--- src/rtl/asrm_byte_bridge.sv ---
// CPU word bus to byte bus bridge: splits each access into little-endian byte
// transactions, reassembles read data, and aborts a byte that waits too long for mem_ack.
module asrm_byte_bridge #(
  parameter int wordsize = 16,
  parameter int timeout  = 15
) (
  input  logic                clk,
  input  logic                reset,
  input  logic                cpu_req,
  input  logic                cpu_write_en,
  input  logic [1:0]          cpu_size,
  input  logic [wordsize-1:0] cpu_addr,
  input  logic [wordsize-1:0] cpu_data_out,
  output logic [wordsize-1:0] cpu_data_in,
  output logic                cpu_ready,
  output logic                cpu_error,
  output logic                mem_en,
  output logic                mem_we,
  output logic [wordsize-1:0] mem_addr,
  output logic [7:0]          mem_wdata,
  input  logic [7:0]          mem_rdata,
  input  logic                mem_ack
);

  localparam int NB = wordsize / 8;
  localparam int KW = $clog2(NB) + 1;
  localparam int CW = $clog2(timeout + 1);

  localparam logic [1:0] S_IDLE   = 2'd0;
  localparam logic [1:0] S_ACCESS = 2'd1;
  localparam logic [1:0] S_DONE   = 2'd2;

  logic [1:0]          state_q, state_d;
  logic [wordsize-1:0] addr_q, addr_d;
  logic [wordsize-1:0] wdat_q, wdat_d;
  logic [wordsize-1:0] rbuf_q, rbuf_d;
  logic                we_q, we_d;
  logic                err_q, err_d;
  logic [KW-1:0]       k_q, k_d;
  logic [KW-1:0]       last_q, last_d;
  logic [CW-1:0]       cnt_q, cnt_d;
  logic [7:0]          wbyte;

  // Index of the final byte for a given size code, clipped to the word width.
  function automatic logic [KW-1:0] last_index(input logic [1:0] sz);
    int n;
    case (sz)
      2'b00:   n = NB;
      2'b01:   n = (NB < 4) ? NB : 4;
      2'b10:   n = (NB < 2) ? NB : 2;
      default: n = 1;
    endcase
    return KW'(n - 1);
  endfunction

  always_comb begin
    wbyte = 8'h00;
    for (int b = 0; b < NB; b++) begin
      if (KW'(b) == k_q) wbyte = wdat_q[8*b +: 8];
    end
  end

  always_comb begin
    state_d = state_q;
    addr_d  = addr_q;
    wdat_d  = wdat_q;
    rbuf_d  = rbuf_q;
    we_d    = we_q;
    err_d   = err_q;
    k_d     = k_q;
    last_d  = last_q;
    cnt_d   = cnt_q;
    case (state_q)
      S_IDLE: begin
        if (cpu_req) begin
          addr_d  = cpu_addr;
          wdat_d  = cpu_data_out;
          we_d    = cpu_write_en;
          last_d  = last_index(cpu_size);
          rbuf_d  = '0;
          err_d   = 1'b0;
          k_d     = '0;
          cnt_d   = '0;
          state_d = S_ACCESS;
        end
      end
      S_ACCESS: begin
        if (mem_ack) begin
          if (!we_q) begin
            for (int b = 0; b < NB; b++) begin
              if (KW'(b) == k_q) rbuf_d[8*b +: 8] = mem_rdata;
            end
          end
          cnt_d = '0;
          if (k_q == last_q) state_d = S_DONE;
          else               k_d     = k_q + 1'b1;
        end else if (cnt_q == CW'(timeout - 1)) begin
          // This was the last allowed wait cycle; give up on the whole access.
          cnt_d   = '0;
          err_d   = 1'b1;
          state_d = S_DONE;
        end else begin
          cnt_d = cnt_q + 1'b1;
        end
      end
      S_DONE:  state_d = S_IDLE;
      default: state_d = S_IDLE;
    endcase
  end

  always_ff @(posedge clk) begin
    if (!reset) begin
      state_q <= S_IDLE;
      addr_q  <= '0;
      wdat_q  <= '0;
      rbuf_q  <= '0;
      we_q    <= 1'b0;
      err_q   <= 1'b0;
      k_q     <= '0;
      last_q  <= '0;
      cnt_q   <= '0;
    end else begin
      state_q <= state_d;
      addr_q  <= addr_d;
      wdat_q  <= wdat_d;
      rbuf_q  <= rbuf_d;
      we_q    <= we_d;
      err_q   <= err_d;
      k_q     <= k_d;
      last_q  <= last_d;
      cnt_q   <= cnt_d;
    end
  end

  // Byte bus is only driven during ACCESS so idle and reset both present zeros.
  assign mem_en      = (state_q == S_ACCESS);
  assign mem_we      = mem_en & we_q;
  assign mem_addr    = mem_en ? (addr_q + wordsize'(k_q)) : '0;
  assign mem_wdata   = mem_en ? wbyte : 8'h00;
  assign cpu_ready   = (state_q == S_DONE);
  assign cpu_data_in = rbuf_q;
  assign cpu_error   = err_q;

endmodule

--- config.mk ---
export PLATFORM = sky130hd
export DESIGN_NAME = asrm_byte_bridge
export DESIGN_NICKNAME = d
export VERILOG_FILES = /design/src/rtl/asrm_byte_bridge.sv
export SDC_FILE = /design/constraint.sdc
export NUM_CORES = 1
export LEC_CHECK = 0
export BUFFER_PORTS_ARGS = -buffer_cell sky130_fd_sc_hd__buf_2
export CAP_MARGIN = 5
export CORE_ASPECT_RATIO = 1.2
export CORE_UTILIZATION = 54
export DETAILED_ROUTE_END_ITERATION = 6
export PLACE_DENSITY = 0.84
export SYNTH_ARGS = -nofsm -noshare
export SYNTH_HDL_FRONTEND = slang
export SYNTH_SLANG_ARGS = --single-unit
export TNS_END_PERCENT = 10
--- constraint.sdc ---
create_clock -name clk -period 6.11 [get_ports clk]
set_input_delay 1.833 -clock clk [delete_from_list [all_inputs] [get_ports clk]]
set_output_delay 1.833 -clock clk [all_outputs]
set_load 0.03 [all_outputs]
======== After elaboration in Yosys (flattened, before gate mapping) ========
Cells that the tools add are included.
word-level totals
  bits in registers ....................... 60
  input port bits ......................... 47
  word-level logic and storage cells ...... 74
cells by class
  add/subtract/negate cells ............... 4
  equal/unequal tests ..................... 17
  muxes and demuxes ....................... 30
  bitwise gates (word level) .............. 1
  reduce and logical (&&, ||, !) cells .... 12
operators with widths
  operator                                                          count
  16-bit two-way mux                                                4
  8-bit two-way mux                                                 5
  16-bit one-hot mux with 2 select lines                            1
  2-bit two-way mux                                                 10
  16-bit by 2-bit adder with 16-bit output                          1
  4-bit two-way mux                                                 3
  5-bit AND reduction                                               2
  2-bit by 1-bit != test with 1-bit output (second input constant)  4
  2-bit != test (second input constant)                             4
  2-bit one-hot mux with 2 select lines                             2
  4-bit one-hot mux with 2 select lines                             1
  4-bit AND reduction                                               2
  2-bit logical NOT                                                 3
  4-bit by 1-bit adder with 4-bit output (second input constant)    1
  2-bit by 1-bit == test with 1-bit output (second input constant)  2
  2-bit == test (second input constant)                             2
  4-bit == test (second input constant)                             1
  2-bit AND reduction                                               2
  1-bit two-way mux                                                 3
  3-bit by 1-bit != test with 1-bit output (second input constant)  1
  3-bit by 2-bit != test with 1-bit output (second input constant)  1
  3-bit AND reduction                                               1
  3-bit OR reduction                                                1
  2-bit by 1-bit adder with 2-bit output (second input constant)    1
  other kinds (6)                                                   6

======== Longest topological paths before layout ========
Gate-level depths: netlist of the first run.
  word-level depth ........................ 6
  gate-level depth with buffers ........... 8
  gate-level depth less buffers ........... 6

======== Least setup slack after synthesis of the first run ========
OpenSTA, ideal clock, no wires.
  path kind ............................... flip-flop to output port
  start ................................... register k_q[1]
  end ..................................... output mem_addr[15]
  arrival ................................. 2.051 ns
  required time ........................... 4.277 ns
  path slack .............................. 2.226 ns
  stages on the path, launching flop included .. 6
  buffers on the path ..................... 0
  cell sequence ........................... dfxtp_1 ha_1 a21oi_1 or3_4 or4_1 a21oi_1
between the ends
  word-level cells in the longest chain between the ends .. 2
RTL lines
  what                                      line  text
  start, declared                           39    logic [KW-1:0] k_q, k_d;
  start signal, assigned                    129   k_q <= k_d;
  16-bit by 2-bit adder with 16-bit output  138   assign mem_addr = mem_en ? (addr_q + wordsize'(k_q)) : '0;
  16-bit two-way mux                        138
  end, declared                             19    output logic [wordsize-1:0] mem_addr,
No other way between the ends.

======== Worst setup path in the final report of the first run ========
  start ................................... register k_q[0]
  end ..................................... output mem_addr[14]
Same word-level chain as after synthesis.

==> results of run 1 <==
-- layout by cell type, fill, tap and decap left out, drive strengths merged, types with 2 or more instances in the layout --
cell,count
buf,91
nand2,82
dfxtp,59
a21boi,33
nor2,32
a21oi,16
a22o,16
clkbuf,11
nand3,8
and2,7
o21ai,7
nor2b,6
ha,6
inv,5
xnor2,5
or3,5
and3,4
xor2,4
nand2b,3
or4,3
clkinv,3
nand4,2
o211ai,2
nand4b,2
o21a,2
clkinvlp,2
-- final cells by class --
class | count | area (µm²)
fill | 431 | 1550
multi-input combinational | 258 | 1500
sequential | 59 | 1180
timing repair buffer | 91 | 458
clock buffer | 11 | 131
tap | 60 | 75.1
clock inverter | 5 | 30.0
inverter | 5 | 18.8
-- final timing paths --
path | to | cells after the start | slack [ps] | start
max | mem_addr[14] | 7 | 1790 | k_q[0]$_SDFFE_PN0P_
min | wdat_q[0]$_SDFFE_PN0P_ | 2 | 470 | wdat_q[0]$_SDFFE_PN0P_
max reg2reg | k_q[1]$_SDFFE_PN0P_ | 5 | 3730 | state_q[1]$_SDFFE_PN0P_
min reg2reg | wdat_q[0]$_SDFFE_PN0P_ | 2 | 470 | wdat_q[0]$_SDFFE_PN0P_
-- per-layer routing --
metal	part of all wire	GRT usage	wire [µm]
met5	0	0	0
met4	0.013	0.0872	87
met3	0.051	0.0795	340
met2	0.48	0.420	3200
met1	0.45	0.330	3000
-- power breakdown --
part,switching (mW),internal [mW]
combinational,0.0689,0.0402
sequential,0.0154,0.403
clock,0.149,0.145
-- kinds of logic after synthesis --
family	Yosys count	share of synthesized area
AND/OR/NAND/NOR	159	0.263
multiplexers	1	0.00360
flip-flops	59	0.425
buffers and inverters	25	0.0347
adder cells (fa/ha/maj)	7	0.0342
AO/OA/AOI/OAI	82	0.211
XOR/XNOR	9	0.0284
-- metrics by stage --
stage / instances / util / instance area, µm²
after global routing: 489 / 0.687 / 3390
after CTS: 489 / 0.687 / 3390
after detailed placement: 473 / 0.655 / 3230
after floorplan: 342 / - / 2780
final: 489 / 0.687 / 3390
after global placement: 473 / 0.655 / 3230
-- worst max-delay path, delay by kind of cell, from the launching register on --
kind	cells	cell delay (ps)
flip-flops	1	440
AO/OA/AOI/OAI	1	180
buffers and inverters	1	240
AND/OR/NAND/NOR	3	840
adder cells (fa/ha/maj)	2	460
-- state kept, by name, indices dropped and copies added, names as in the netlist --
name         cells
addr_q          16
cpu_data_in     16
wdat_q          16
cnt_q            4
k_q              2
state_q          2
cpu_error        1
last_q           1
we_q             1
==> reports/metrics.csv, run 1 <==
stage,metric,value,unit
placement,dpl.hpwl,4.67,mm
layout,layout-drive-gt1-share,0.256,
clock_network,cts_buffers,9,
die,coreArea,4940,µm²
global_routing,grt.total_usage,0.263,
synth,synth.area.top_cells,"dfxtp_1 (43%), nand2_1 (11%), a21boi_0 (8.9%)",
timing,rsz0062_at_grt,no,
die,die_area,5440,µm²
timing,fmax,0.231,GHz
synth,synth_top_area_share,0.425,
timing,drv_slew,0,
synth,ys_warn_count,0,
synth,ys_async_sr_fraction,0,
layout,n_antenna_cell,0,
synth,syn_area_per_cell,8.12,µm²
die,io_pins,91,
timing,setup_violations,0,
die,start_util,0.562,
synth,synthCells,342,
power,p_leak,1.52,nW
placement,port_buffers,90,
detailed_routing,drc_errors,0,
layout,area_growth,22.2,%
clock_network,clk_latency,330,ps
die,fp.dieW,67.5,µm
clock_network,h-tree-depth,3,
global_routing,grt_pass1_wl,10.7,mm
timing,period_needed,4320,ps
clock_network,post_cts_buffers,0,
timing,hold_violations,0,
timing,post-route-period-util,0.707,
synth,ys_seq_elements,59,
clock_network,cts_tree,built,
detailed_routing,drt_wl_total,6.63,mm
synth,ys.flop_type,dfxtp_1,
timing,tightest_slew,976,ps
power,p_total,821,µW
global_routing,grt_pass1_vias,2390,
worst_setup_path,slowest_stage,dfxtp_1,
power,ir_worst_vdd,163,µV
worst_setup_path,startpoint_type,register,
power,p_per_area,242,nW/µm²
die,die_y,80.6,µm
synth,ys_types,41,
worst_setup_path,crit_type,reg2out,
timing,skew,7.15,ps
clock_network,cts_root_buffer,clkbuf_8,
outcome,outcome,"complete, no violations",
clock_network,hold_buffers,0,
placement,gp_congestion,0.803,
clock_network,cts.repair.resized,0,
synth,synth_top_area_cell,dfxtp_1,
timing,layout_setup_ws,1790,ps
worst_setup_path,worst_ep_required_time,4280,ps
worst_setup_path,cp_max_fo,6,
run,maxCapViolCount,0,
synth,synth_edf_count,0,
placement,place_ws,2150,ps
synth,synth_nets,396,
worst_setup_path,path_cells,"ha_1, fa_1, and3_1, nand3_1, or3_1, a21oi_1, buf_2",
synth,synth_common_cells,"nand2_1 (82), dfxtp_1 (59), a21boi_0 (33), nor2_1 (31), clkbuf_1 (17)",
detailed_routing,ant_nets,0,
synth,yosysMostFrequentCell,nand2_1,
detailed_routing,num_vias,2612,
synth,synthesis.area,2780,µm²
worst_setup_path,worstPathArrival,2490,ps
worst_setup_path,endpoint_kind,output port,
layout,layout.nets,478,
timing,slew_headroom,0.349,
clock_network,clk_path_buf_depth,2,
timing,setup_tns,0,ps
die,placementRows,28,
detailed_routing,wire_per_inst,13.6,µm
worst_setup_path,max_stage_delay,440,ps
global_routing,antenna_found_initial,0,
clock_network,cts.sinks,59,
detailed_routing,viasPerCell,5.34,
synth,ys_seq_area_frac,0.425,
clock_network,clk_pin_slew,70,ps
worst_hold_path,hp-class,reg2reg,
detailed_routing,firstDrtPassIters,5,
detailed_routing,drt-initial-drc-count,155,
global_routing,grt_max_degree,46,
global_routing,overflow,0,
timing,holdWs,468,ps
Note: power is estimated with default switching activity, not from simulation.
==> run 2, diff against run 1 <==
- ABC_AREA: unset -> 1
- CORE_UTILIZATION: 54 -> 51
- PLACE_DENSITY: 0.84 -> 0.8
- clock period: 6.11 -> 4.3 ns (I/O delays scaled with it)
==> run 2 against run 1 <==
Net effect:
- the run now ends with design-rule violations left
- setup slack worse by 890 ps
- non-clock buffer count is the same
- first-iteration DRC count rose by 55%
- global-route usage down 1.7 points
- power up 75%
- design area increased by 4.5%
- critical endpoint is now mem_addr[10]
==> reports/metrics.csv, run 2 <==
stage,metric,value,unit,change
placement,placed_area,3370,µm²,+4.1%
detailed_routing,drt-initial-drc-count,240,,+55%
worst_setup_path,startpoint_type,register,,
detailed_routing,viasPerCell,5.21,,-2.4%
layout,layout.nets,579,,+21%
worst_hold_path,min-delay-start,cpu_data_in[3]$_SDFFE_PN0P_,,
timing,slew_headroom,0.385,,+0.0355
worst_setup_path,reg2reg_from,state_q[0]$_SDFFE_PN0P_,,
synth,ys_seq_area_frac,0.404,,-0.0208
clock_network,clk_latency,330,ps,about the same
worst_setup_path,crit_type,reg2out,,
timing,skew,8.45,ps,+1.30 ps
layout,nFillCells,493,,+14%
layout,final_cell_area,3550,µm²,+4.5%
layout,multi_input_area,1500,µm²,+0.25%
worst_setup_path,cp_max_fo,5,,-1
synth,synth_top_area_cell,dfxtp_1,,
layout,mostFrequentLayoutCell,nor2_1,,
worst_hold_path,whs_path_depth,2,,unchanged
placement,port_buffers,90,,unchanged
worst_setup_path,r2r_slack,2370,ps,-1360 ps
global_routing,grt.total_usage,0.246,,-0.0170
clock_network,cts_tree,built,,
timing,rsz0062_at_grt,no,,
synth,synthesis.area,2920,µm²,+5.1%
detailed_routing,wire_per_inst,11.9,µm,-12%
clock_network,cts_root_buffer,clkbuf_8,,
die,io_pins,91,,unchanged
global_routing,grt_pass1_wl,11.8,mm,+11%
global_routing,grt_pass1_vias,2750,,+15%
run,maxCapViolCount,0,,unchanged
worst_setup_path,worstPathArrival,2110,ps,-380 ps
timing,holdWs,463,ps,-4.94 ps
global_routing,overflow,0,,unchanged
clock_network,cts.repair.resized,0,,unchanged
timing,setup_tns,0,ps,unchanged
worst_setup_path,path_cells,"ha_1, fa_1, nand3_1, nor2_1, nand2_1, o21bai_1, inv_1, nor2_1, buf_2",,
die,fp.dieW,71.1,µm,+5.3%
detailed_routing,drc_errors,6,,+6
synth,synth_common_cells,"nor2_1 (121), nand2_1 (76), dfxtp_1 (59), o21ai_0 (42), inv_1 (35)",,
detailed_routing,ant_nets,0,,unchanged
layout,layout-drive-gt1-share,0.216,,-0.0405
synth,ys_async_sr_fraction,0,,unchanged
layout,post-route-util,0.656,,-0.0309
synth,synth_edf_count,0,,unchanged
timing,setup_violations,0,,unchanged
layout,layout_common_cells,"nor2_1 (121), buf_2 (90), nand2_1 (76), dfxtp_1 (59), o21ai_0 (42)",,
synth,ys_warn_count,0,,unchanged
die,start_util,0.540,,-0.0222
die,placementRows,29,,+3.6%
synth,synthCells,443,,+30%
power,p_per_area,404,nW/µm²,+67%
worst_setup_path,worst_ep_required_time,3010,ps,-1270 ps
detailed_routing,firstDrtPassIters,7,,+2
die,die_area,6030,µm²,+11%
synth,synth.area.top_cells,"dfxtp_1 (40%), nor2_1 (16%), nand2_1 (9.8%)",,
clock_network,cts_buffers,9,,unchanged
clock_network,cts.sinks,59,,unchanged
clock_network,h-tree-depth,3,,unchanged
timing,post-route-period-util,0.791,,
worst_setup_path,rr_endpoint,last_q[0]$_SDFFE_PN0P_,,
worst_setup_path,max_stage_delay,380,ps,-60 ps
layout,area_growth,21.5,%,
power,ir_worst_vdd,248,µV,+52%
worst_setup_path,rr_worst_depth,6,,+1
power,p_leak,1.74,nW,+15%
clock_network,clk_pin_slew,70,ps,about the same
synth,synth_nets,497,,+26%
layout,regArea,1180,µm²,unchanged
detailed_routing,num_vias,3075,,+18%
clock_network,post_cts_buffers,0,,unchanged
timing,fmax,0.294,GHz,
placement,dpl.hpwl,4.91,mm,+5.3%
layout,n_antenna_cell,0,,unchanged
clock_network,clk_path_buf_depth,2,,unchanged
worst_hold_path,hp-class,reg2reg,,
clock_network,hold_buffers,0,,unchanged
worst_setup_path,crit_end,mem_addr[10],,
synth,ys.flop_type,dfxtp_1,,
synth,yosysMostFrequentCell,nor2_1,,
die,die_y,84.9,µm,+5.4%
worst_setup_path,endpoint_kind,output port,,
worst_setup_path,worst_path_most_repeated_cell,nor2_1,,
power,p_total,1.43,mW,+75%
worst_setup_path,slowest_stage,dfxtp_1,,
worst_setup_path,startpoint,k_q[0]$_SDFFE_PN0P_,,
synth,ys_types,24,,-41%
synth,synth_top_area_share,0.404,,-0.0208
synth,ys_seq_elements,59,,unchanged
global_routing,grt_max_degree,56,,+22%
global_routing,antenna_found_initial,0,,unchanged
outcome,violations,design-rule violations,,
timing,hold_violations,0,,unchanged
detailed_routing,drt_wl_total,7.04,mm,+6.2%
synth,syn_area_per_cell,6.59,µm²,-19%
placement,gp_congestion,0.849,,+5.6%
die,coreArea,5410,µm²,+9.4%
timing,tightest_slew,922,ps,-54.3 ps
timing,period_needed,3400,ps,
outcome,outcome,"finished, violations left",,
timing,drv_slew,0,,unchanged
[run 2: worst min-delay path by stage]
stage	endpoint	slack, ps
2_1_floorplan	addr_q[15]$_SDFFE_PN0P_	440
3_3_place_gp	cpu_data_in[6]$_SDFFE_PN0P_	440
3_5_place_dp	cpu_data_in[8]$_SDFFE_PN0P_	450
4_1_cts	cpu_data_in[8]$_SDFFE_PN0P_	470
5_1_grt	cpu_data_in[8]$_SDFFE_PN0P_	490
6_report	cpu_data_in[3]$_SDFFE_PN0P_	460
[run 2: layout make-up]
type                    count  share of cell area
clock buffers              11              0.0398
clock inverters             3              0.0113
inverters                  39              0.0413
multi-input cells         325               0.424
flip-flops and latches     59               0.333
well taps                  62              0.0219
repair buffers             91               0.129
[run 2: cells by family after synthesis]
logic type | count (synthesis) | share of synthesized area
buffers and inverters | 59 | 0.0805
flip-flops | 59 | 0.404
AND/OR/NAND/NOR | 239 | 0.337
XOR/XNOR | 2 | 0.00600
adder cells (fa/ha/maj) | 7 | 0.0326
AO/OA/AOI/OAI | 77 | 0.140
[run 2: per-layer routing]
metal,vias up,GRT usage,part of all wire
met2,127,0.415,0.47
met5,-,0,0
met1,1341,0.298,0.44
met4,0,0.129,0.026
li1,1588,-,-
met3,19,0.0428,0.063
[run 2: per-stage QoR]
step / cells / worst slack (ps)
after CTS: 590 / 909
after detailed placement: 576 / 1280
after floorplan: 443 / 1310
after global placement: 576 / 1370
after global routing: 590 / 681
final: 590 / 899
[run 2: worst max-delay path, delay by kind of cell, from the launching register on]
| kind | cells | cell delay [ps] |
|---|---|---|
| AND/OR/NAND/NOR | 4 | 550 |
| adder cells (fa/ha/maj) | 2 | 450 |
| AO/OA/AOI/OAI | 1 | 140 |
| buffers and inverters | 2 | 250 |
| flip-flops | 1 | 380 |
[run 2: where the power goes]
part	switching (mW)	total (mW)	leakage, nW	internal (mW)
registers	0.0389	0.639	0.487	0.601
clock network	0.204	0.479	0.0950	0.275
logic	0.212	0.315	1.16	0.104
